===== config.mk =====
export PLATFORM = sky130hd
export DESIGN_NAME = control_sequencer
export DESIGN_NICKNAME = d
export VERILOG_FILES = /design/src/rtl/control_sequencer_pkg.sv /design/src/rtl/control_sequencer_rom.sv /design/src/rtl/control_sequencer.sv
export SDC_FILE = /design/constraint.sdc
export NUM_CORES = 1
export LEC_CHECK = 0
export BUFFER_PORTS_ARGS = -buffer_cell sky130_fd_sc_hd__buf_2
export CAP_MARGIN = 20
export CORE_AREA = 2 2 39 41
export CTS_CLUSTER_SIZE = 20
export DETAILED_ROUTE_END_ITERATION = 10
export DIE_AREA = 0 0 41 43
export GPL_TIMING_DRIVEN = 0
export PLACE_DENSITY = 0.79
export SLEW_MARGIN = 10
export SYNTH_ARGS = -nofsm -noshare
export SYNTH_HDL_FRONTEND = slang
export SYNTH_SLANG_ARGS = --single-unit

===== constraint.sdc =====
create_clock -name clk -period 1.6 [get_ports clk]
set_input_delay 0.32 -clock clk [delete_from_list [all_inputs] [get_ports clk]]
set_output_delay 0.32 -clock clk [all_outputs]
set_load 0.01 [all_outputs]

===== src/rtl/control_sequencer_pkg.sv =====
// Shared constants for the bus control sequencer:
// opcodes, T-states and control-word bit positions.
package control_sequencer_pkg;

  localparam int OPW = 4;
  localparam int TW  = 3;

  typedef logic [OPW-1:0] op_t;
  typedef logic [TW-1:0]  ts_t;

  localparam op_t OP_NOP = 4'h0;
  localparam op_t OP_LDA = 4'h1;
  localparam op_t OP_ADD = 4'h2;
  localparam op_t OP_SUB = 4'h3;
  localparam op_t OP_STA = 4'h4;
  localparam op_t OP_LDI = 4'h5;
  localparam op_t OP_JMP = 4'h6;
  localparam op_t OP_JC  = 4'h7;
  localparam op_t OP_JZ  = 4'h8;
  localparam op_t OP_OUT = 4'hE;
  localparam op_t OP_HLT = 4'hF;

  localparam ts_t T0 = 3'd0;
  localparam ts_t T1 = 3'd1;
  localparam ts_t T2 = 3'd2;
  localparam ts_t T3 = 3'd3;
  localparam ts_t T4 = 3'd4;

  localparam int CW_PC_OE   = 0;
  localparam int CW_PC_IE   = 1;
  localparam int CW_PC_STEP = 2;
  localparam int CW_MAR_IE  = 3;
  localparam int CW_RAM_OE  = 4;
  localparam int CW_RAM_IE  = 5;
  localparam int CW_IR_IE   = 6;
  localparam int CW_IR_OE   = 7;
  localparam int CW_A_IE    = 8;
  localparam int CW_A_OE    = 9;
  localparam int CW_B_IE    = 10;
  localparam int CW_ALU_OE  = 11;
  localparam int CW_ALU_SUB = 12;
  localparam int CW_OUT_IE  = 13;
  localparam int CW_HLT     = 14;
  localparam int CWW        = 15;

  typedef logic [CWW-1:0] cw_t;

endpackage


===== src/rtl/control_sequencer_rom.sv =====
// Combinational microcode: (tstate, opcode, flags) to
// control word plus end-of-instruction marker.
module control_rom
  import control_sequencer_pkg::*;
(
  input  ts_t  tstate,
  input  op_t  opcode,
  input  logic flag_c,
  input  logic flag_z,
  output cw_t  cw,
  output logic last
);

  logic has_exec;
  logic jump;

  always_comb begin
    unique case (opcode)
      OP_LDA, OP_ADD, OP_SUB, OP_STA,
      OP_LDI, OP_JMP, OP_JC, OP_JZ,
      OP_OUT, OP_HLT: has_exec = 1'b1;
      default:        has_exec = 1'b0;
    endcase
  end

  always_comb begin
    cw   = '0;
    last = 1'b0;
    jump = 1'b0;
    unique case (tstate)
      T0: begin
        cw[CW_PC_OE]  = 1'b1;
        cw[CW_MAR_IE] = 1'b1;
      end
      T1: begin
        cw[CW_RAM_OE]  = 1'b1;
        cw[CW_IR_IE]   = 1'b1;
        cw[CW_PC_STEP] = 1'b1;
        last = !has_exec;
      end
      T2: begin
        unique case (opcode)
          OP_LDA, OP_ADD, OP_SUB, OP_STA: begin
            cw[CW_IR_OE]  = 1'b1;
            cw[CW_MAR_IE] = 1'b1;
          end
          OP_LDI: begin
            cw[CW_IR_OE] = 1'b1;
            cw[CW_A_IE]  = 1'b1;
            last = 1'b1;
          end
          OP_JMP, OP_JC, OP_JZ: begin
            jump = (opcode == OP_JMP)
                 | (opcode == OP_JC && flag_c)
                 | (opcode == OP_JZ && flag_z);
            cw[CW_IR_OE] = jump;
            cw[CW_PC_IE] = jump;
            last = 1'b1;
          end
          OP_OUT: begin
            cw[CW_A_OE]   = 1'b1;
            cw[CW_OUT_IE] = 1'b1;
            last = 1'b1;
          end
          OP_HLT: cw[CW_HLT] = 1'b1;
          default: last = 1'b1;
        endcase
      end
      T3: begin
        unique case (opcode)
          OP_LDA: begin
            cw[CW_RAM_OE] = 1'b1;
            cw[CW_A_IE]   = 1'b1;
            last = 1'b1;
          end
          OP_ADD, OP_SUB: begin
            cw[CW_RAM_OE]  = 1'b1;
            cw[CW_B_IE]    = 1'b1;
            cw[CW_ALU_SUB] = (opcode == OP_SUB);
          end
          OP_STA: begin
            cw[CW_A_OE]   = 1'b1;
            cw[CW_RAM_IE] = 1'b1;
            last = 1'b1;
          end
          default: last = 1'b1;
        endcase
      end
      default: begin
        // T4 only exists for ADD/SUB; any other state wraps home.
        if (tstate == T4 &&
            (opcode == OP_ADD || opcode == OP_SUB)) begin
          cw[CW_ALU_OE]  = 1'b1;
          cw[CW_A_IE]    = 1'b1;
          cw[CW_ALU_SUB] = (opcode == OP_SUB);
        end
        last = 1'b1;
      end
    endcase
  end

endmodule


===== src/rtl/control_sequencer.sv =====
// T-state counter and halt register; strobes come from
// control_rom and are forced low while halted.
module control_sequencer
  import control_sequencer_pkg::*;
#(
  parameter int OPW = 4,
  parameter int TW  = 3
) (
  input  logic           clk,
  input  logic           rst,
  input  logic [OPW-1:0] opcode,
  input  logic           flag_c,
  input  logic           flag_z,
  output logic           pc_oe,
  output logic           pc_ie,
  output logic           pc_step,
  output logic           mar_ie,
  output logic           ram_oe,
  output logic           ram_ie,
  output logic           ir_ie,
  output logic           ir_oe,
  output logic           a_ie,
  output logic           a_oe,
  output logic           b_ie,
  output logic           alu_oe,
  output logic           alu_sub,
  output logic           out_ie,
  output logic           halt,
  output logic [TW-1:0]  tstate
);

  cw_t         cw;
  cw_t         cw_g;
  logic        last;
  logic [TW-1:0] t_nxt;
  logic        halt_nxt;

  control_rom u_rom (
    .tstate (tstate),
    .opcode (opcode),
    .flag_c (flag_c),
    .flag_z (flag_z),
    .cw     (cw),
    .last   (last)
  );

  always_comb begin
    t_nxt    = tstate;
    halt_nxt = halt;
    if (!halt) begin
      if (cw[CW_HLT])
        halt_nxt = 1'b1;
      else if (last)
        t_nxt = T0;
      else
        t_nxt = tstate + 1'b1;
    end
  end

  always_ff @(posedge clk) begin
    if (rst) begin
      tstate <= T0;
      halt   <= 1'b0;
    end else begin
      tstate <= t_nxt;
      halt   <= halt_nxt;
    end
  end

  assign cw_g = halt ? '0 : cw;

  assign pc_oe   = cw_g[CW_PC_OE];
  assign pc_ie   = cw_g[CW_PC_IE];
  assign pc_step = cw_g[CW_PC_STEP];
  assign mar_ie  = cw_g[CW_MAR_IE];
  assign ram_oe  = cw_g[CW_RAM_OE];
  assign ram_ie  = cw_g[CW_RAM_IE];
  assign ir_ie   = cw_g[CW_IR_IE];
  assign ir_oe   = cw_g[CW_IR_OE];
  assign a_ie    = cw_g[CW_A_IE];
  assign a_oe    = cw_g[CW_A_OE];
  assign b_ie    = cw_g[CW_B_IE];
  assign alu_oe  = cw_g[CW_ALU_OE];
  assign alu_sub = cw_g[CW_ALU_SUB];
  assign out_ie  = cw_g[CW_OUT_IE];

endmodule

==> impl_results.md, run 1 <==
* Leakage at 0.4524 nW
* # hold bufs at CTS at 0
* Post-DP HPWL at 1087 microns
* Peak supply drop at roughly 850 uV
* Status: finished, violations left
* Pins over their slew limit at 0
* Post-synth top cells: nor2_1 (10), inv_1 (9), ha_1 (5), nand2_1 (5)
* Combinational family with the most area after synthesis: simple AND/OR/NAND/NOR gates
* Fin. Hold Viols at 0
* Area leader, netlist: dfxtp_1
* Synth Area in Adders at between 10% and 20%
* # clock sinks at 4
* Ys async rst share at 0%
* Clock root cell: clkbuf_4
* Max-Cap Viols at 0
* Total core area at around 1400 sq um
* Via-per-instance ratio at 5.301
* Unique masters post-synth at 38
* WL final at 1762 microns
* Cell Area, Synth at around 580 sq um
* Synth top area share at roughly 14%
* Cell with the most instances after synthesis: nor2_1
* First-pass DRT Iterations at 4
* Via count at just over 700
* Setup CP Type: reg2out
* Post-Synthesis Net Count at just over 90
* FF-to-FF End: tstate[1]
* Routed len/inst at between 10 and 15 microns
* Skew-Pair Late Insertion Delay at between 0.2 and 0.25 ns
* Sequential area share after synthesis at between 10 and 15%
* Number of global-route vias before repair at about 580
* Hold WS at roughly 0.31 ns
* RSZ-0062 raised after global routing: yes
* Power density cells at about 1100 nW/um^2
* RePlAce Congestion at about 0.77
* Clk buf depth at 2
* Total track usage at roughly a fifth
* Drt drc at 0
* Global-route wire length before repair at about 2300 microns
* H-tree depth at 1
* CTS buffer count at 3
* Power, Total at around 1 mW
* Max Clk Rate at about 560 MHz
* Worst Path Max Fanout at 3
* # diodes at 0
* ANT nets after route at 0
* Initial antenna violation count at 0
* Drt initial violations at 8
* Final worst path period share at 111.3%
* Worst Hold Launch: rst
* Die Y at around 43 microns
* DIE AREA at between 1500 and 2000 sq um
* Hold EP: halt
* CP Launch Type: flip-flop
* Clk_skew at 0.001534 ns
* Worst slew margin at between 70% and 80%
* Effective utilization at floorplan at 41.77%
* Yosys reg bits at 4
* Largest cells by area after synthesis: dfxtp_1 (14%), ha_1 (11%), nor2_1 (6.5%), inv_1 (5.8%), o31ai_1 (5.2%)
* Port Buffers at 25
* Hold path depth at 2
* Post-route core utilization at between 60% and 70%
* Layout overhead on the synthesized area at 64.50%
* Share of post-route cells with drive strength above 1 at between 50% and 60%
* Worst setup EP type: output pin
* Syn Area/Cell at just over 7 sq um
* Multiplexer area fraction after synthesis at under 10%
* Die W at 41 microns
* YS warnings at 0
* FF-to-FF setup slack at approximately 0.03 ns
* Core Rows at 14
* R2R depth at 8
* Synth Instances at 80
* Largest net degree at the start of global routing at 11
* Setup violators final at 8
* CP arrival at about 1.5 ns
* EDFF count, synth at 0
* Final net count at roughly 130
* Ys flop type: dfxtp_1
* Hold Path Class: in2reg
* Post-layout min period at 1.781 ns
* Worst-Margin Slew at roughly 0.42 ns
* Simple-gate share of the synthesized area at between 30% and 40%
* Setup TNS at -0.8347 ns
* CP Data Required Time at roughly 1.3 ns
* Worst Setup Slack, final at -0.1811 ns
* Final-layout fill cell count at 117
* R2R Path Start: tstate[0]
* Failing checks: setup timing
* GR Overflow Total at 0
* Synth Area in Compound Gates at between 20 and 30%
* CTS tree: yes
* Reg clk slew, reported paths at 0.04 ns
* Ports at 26
* Synth Area in XOR/XNOR at around 1.5%
-- repair_timing --
item	4_1_cts	5_1_grt
buffers inserted	2	7
endpoints found under the setup margin	15	11
gates cloned	0	0
resized for setup	25	13
pin swaps	2	4
-- per-layer routing --
layer	vias up	routed length [microns]	track usage [%]
met3	0	65	3.141
met5	-	0	0
met1	320	727	22.90
met4	0	0	10.67
li1	360	-	-
met2	25	969	30.94
-- through the flow --
stage | std cells | area, sq um | setup WS, ns
CTS | 126 | 849.6 | -0.1741
floorplan | 80 | 581.8 | -0.02268
detailed placement | 121 | 726.9 | -0.1705
global placement | 121 | 726.9 | -0.1383
global route | 133 | 950.9 | -0.2484
finish | 133 | 950.9 | -0.1811
-- registers in the layout, indices dropped and copies added, names as in the netlist --
register,flops
tstate,3
halt,1
-- report_power, final --
group          total, mW  switching (mW)  internal (mW)  leakage [nW]
Sequential         0.190          0.0475          0.143        0.0348
Combinational      0.689           0.346          0.342         0.404
Clock              0.122          0.0386         0.0837        0.0138
Total               1.00           0.432          0.569         0.452
-- placed cells by master, fill, tap and decap left out, types with 2 or more instances in the layout --
cell,n
a21oi_1,2
a21oi_2,2
a31o_2,2
buf_2,22
buf_4,10
buf_6,6
clkbuf_4,3
dfxtp_4,3
ha_2,2
ha_4,2
inv_1,8
nand2_1,5
nand3_1,3
nor2_1,9
nor3_4,2
o211ai_1,2
o21ai_0,2
o31ai_2,3
-- worst max path at each step --
stage,from,endpoint,slack (ns),depth (start not counted)
5_1_grt,tstate[0],a_oe,-0.25,6
3_3_place_gp,opcode[3],a_ie,-0.14,6
6_report,tstate[0],a_oe,-0.18,6
2_1_floorplan,tstate[1],out_ie,-0.02,4
3_5_place_dp,opcode[3],a_ie,-0.17,6
4_1_cts,tstate[0],a_oe,-0.17,6
-- worst max-delay path, stage by stage (launching register included) --
cell      delay [ns]
dfxtp_4         0.35
inv_4           0.06
ha_4            0.14
nand3b_1        0.09
or3_4           0.35
a21oi_2         0.11
buf_2           0.13
-- cell type report --
type / instances / area [sq um] / share of cell area, %
Multi-Input combinational cell: 62 / 513.0 / 53.95
Timing Repair Buffer: 34 / 215.2 / 22.63
Sequential cell: 4 / 91.34 / 9.605
Buffer: 5 / 52.55 / 5.526
Inverter: 9 / 36.28 / 3.816
Clock buffer: 3 / 22.52 / 2.368
Tap cell: 16 / 20.02 / 2.105
-- cells by family (layout without fill, tap and decap cells) --
logic type      count (synthesis)  count (layout)
mux                             1               1
buf+inv                        14              51
xor+xnor                        1               1
fa+ha+maj                       5               5
compound gates                 21              21
flops                           4               4
simple gates                   34              34
Note: power is estimated with default switching activity, not from simulation.
==> inputs of run 2 (changes only) <==
==> constraint.sdc (replaced) <==
create_clock -name clk -period 1.6 [get_ports clk]
set_input_delay 0.16 -clock clk [delete_from_list [all_inputs] [get_ports clk]]
set_output_delay 0.16 -clock clk [all_outputs]
set_load 0.01 [all_outputs]
==> run 2 against run 1 <==
  * The run still ends with setup timing left
  * Sequential power barely moved
  * Core utilization fell by 9.1 points
  * Fmax rose by 9.1%
  * Largest power group unchanged
==> impl_results.md, run 2 (synthesized netlist as in run 1, its figures left out) <==
* Status: finished, violations left (unchanged)
* Failing checks: setup timing (unchanged)
* Die Y at 43 microns (unchanged)
* CTS buffer count at 3 (unchanged)
* Worst slew margin at 80.00% (was 71.79%)
* Ports at 26 (unchanged)
* Core Rows at 14 (unchanged)
* RePlAce Congestion at 0.7506 (was 0.7669)
* Inst Count DP at 121 (unchanged)
* Post-Layout Cell Count at 127 (was 133)
* GR Overflow Total at 0 (unchanged)
* Max Clk Rate at 612.6 MHz (was 561.4 MHz)
* Biggest regs: tstate (3), halt (1) (unchanged)
* Clock root cell: clkbuf_4 (unchanged)
* Hold Path Class: in2reg (unchanged)
* Routed len/inst at 11.91 microns (was 13.25 microns)
* Final-layout fill cell count at 131 (was 117)
* Post-DP HPWL at 1180 microns (was 1087 microns)
* Global-route wire length before repair at 2373 microns (was 2339 microns)
* # hold bufs at CTS at 0 (unchanged)
* Drt initial violations at 3 (was 8)
* Peak supply drop at 645.8 uV (was 848.1 uV)
* Most frequent cells in the layout: buf_2 (27), nor2_1 (10), inv_1 (8) (was buf_2 (22), buf_4 (10), nor2_1 (9))
* Combinational power share at 65.8% (was 68.8%)
* Final worst path period share at 102.0% (was 111.3%)
* # diodes at 0 (unchanged)
* Number of global-route vias before repair at 591 (was 579)
* First-pass DRT Iterations at 4 (unchanged)
* Die W at 41 microns (unchanged)
* Max-Cap Viols at 0 (unchanged)
* RSZ-0062 raised after global routing: yes (unchanged)
* Setup violators final at 3 (was 8)
* Total track usage at 19.08% (was 19.30%)
* Drt drc at 0 (unchanged)
* Placement Setup Slack at -0.09142 ns (was -0.1705 ns)
* Sequential Power Share at 21.0% (was 19.0%)
* Clk_skew at 0.001845 ns (was 0.001534 ns)
* Worst setup EP type: output pin (unchanged)
* CP Data Required Time at 1.44 ns (was 1.28 ns)
* Largest net degree at the start of global routing at 11 (unchanged)
* DIE AREA at 1763 sq um (unchanged)
* Final net count at 126 (was 132)
* ANT nets after route at 0 (unchanged)
* Layout overhead on the synthesized area at 42.64% (was 64.50%)
* P_sw at 389.0 uW (was 432.5 uW)
* P_int at 506.8 uW (was 569.0 uW)
* CP arrival at 1.47 ns (was 1.46 ns)
* Reg clk slew, reported paths at 0.03 ns (was 0.04 ns)
* Setup CP Type: reg2out (unchanged)
* Total core area at 1384 sq um (unchanged)
* Leakage at 0.4011 nW (was 0.4524 nW)
* Via count at 676 (was 705)
* WL final at 1512 microns (was 1762 microns)
* Post-route core utilization at 59.58% (was 68.72%)
* Post-layout min period at 1.632 ns (was 1.781 ns)
* Skew-Pair Late Insertion Delay at 0.23 ns (about the same)
* Port Buffers at 25 (unchanged)
* Fin. Hold Viols at 0 (unchanged)
* CP Launch Type: flip-flop (unchanged)
* Top reg by flops: tstate (unchanged)
* Power, Total at 895.7 uW (was 1.002 mW)
* CTS tree: yes (unchanged)
* Commonest non-fill, non-tap cell in the layout: buf_2 (unchanged)
* # clock sinks at 4 (unchanged)
* Via-per-instance ratio at 5.323 (was 5.301)
* Initial antenna violation count at 0 (unchanged)
* Worst Path Max Fanout at 6 (was 3)
* Worst Setup Slack, final at -0.03226 ns (was -0.1811 ns)
* H-tree depth at 1 (unchanged)
* Worst-Margin Slew at 0.2994 ns (was 0.4223 ns)
* Effective utilization at floorplan at 41.77% (unchanged)
* Power density cells at 1086 nW/um^2 (was 1053 nW/um^2)
* Clock share of power at 13.2% (was 12.2%)
* Max reg flops at 3 (unchanged)
* Pins over their slew limit at 0 (unchanged)
* Share of post-route cells with drive strength above 1 at 49.55% (was 58.97%)
* Clk buf depth at 2 (unchanged)
* Switching Fraction at 43.42% (was 43.18%)
[run 2: cell types whose count changed in the layout (fill, tap and decap cells not counted), sizes merged]
| cell | change |
|---|---|
| buf | -7 |
| clkbuf | +1 |
[run 2: layer usage]
metal | GRT usage, % | part of all wire, % | up-vias
li1 | - | - | 347
met1 | 22.83 | 42 | 312
met2 | 31.56 | 53 | 17
met3 | 3.141 | 4.1 | 0
met4 | 8.000 | 0 | 0
met5 | 0 | 0 | -
[run 2: final cells by class]
cell class              count  area, sq um  share of cell area (%)
plain buffers               5        36.28                   4.401
multi-input cells          62        473.0                   57.36
well taps                  16        20.02                   2.428
clock buffers               3        22.52                   2.731
repair buffers             28        147.6                   17.91
flip-flops and latches      4        88.84                   10.77
inverters                   9        36.28                   4.401
[run 2: power groups by stage]
stage / Clock (mW) / Sequential, mW / Combinational [mW]
2_1_floorplan: 0 / 0.178 / 0.320
4_1_cts: 0.126 / 0.185 / 0.581
6_report: 0.118 / 0.188 / 0.590
3_5_place_dp: 0 / 0.173 / 0.503
3_3_place_gp: 0 / 0.172 / 0.494
5_1_grt: 0.126 / 0.196 / 0.659
[run 2: through the flow]
step	hold WS, ns	setup TNS (ns)	cell area, sq um
floorplan	0.2324	0	578.1
global placement	0.3840	-0.1434	723.2
detailed placement	0.3882	-0.2332	723.2
CTS	0.1490	-0.1311	807.0
global route	0.1737	-0.3240	824.5
finish	0.1556	-0.07214	824.5
[run 2: path summary, 6_finish.rpt]
check | start | end | slack, ns | cells after the start
worst max-delay path | tstate[0] | a_ie | -0.03 | 6
worst min register to register | tstate[2] | tstate[2] | 0.56 | 2
worst max register to register | tstate[0] | tstate[2] | 0.07 | 6
worst min-delay path | rst | halt | 0.16 | 2
[run 2: what timing repair did]
item,CTS,global route
setup endpoints to repair,11,6
endpoints found under the hold margin,0,0
resized for setup,11,5
pin swaps,3,1
cloned,0,0
setup buffers,3,0
[run 2: worst max-delay path, cell delays in order (launching register included)]
cell	delay (ns)
dfxtp_4	0.35
ha_1	0.23
ha_4	0.19
nand2_1	0.05
mux2i_1	0.06
a31o_2	0.23
buf_2	0.13
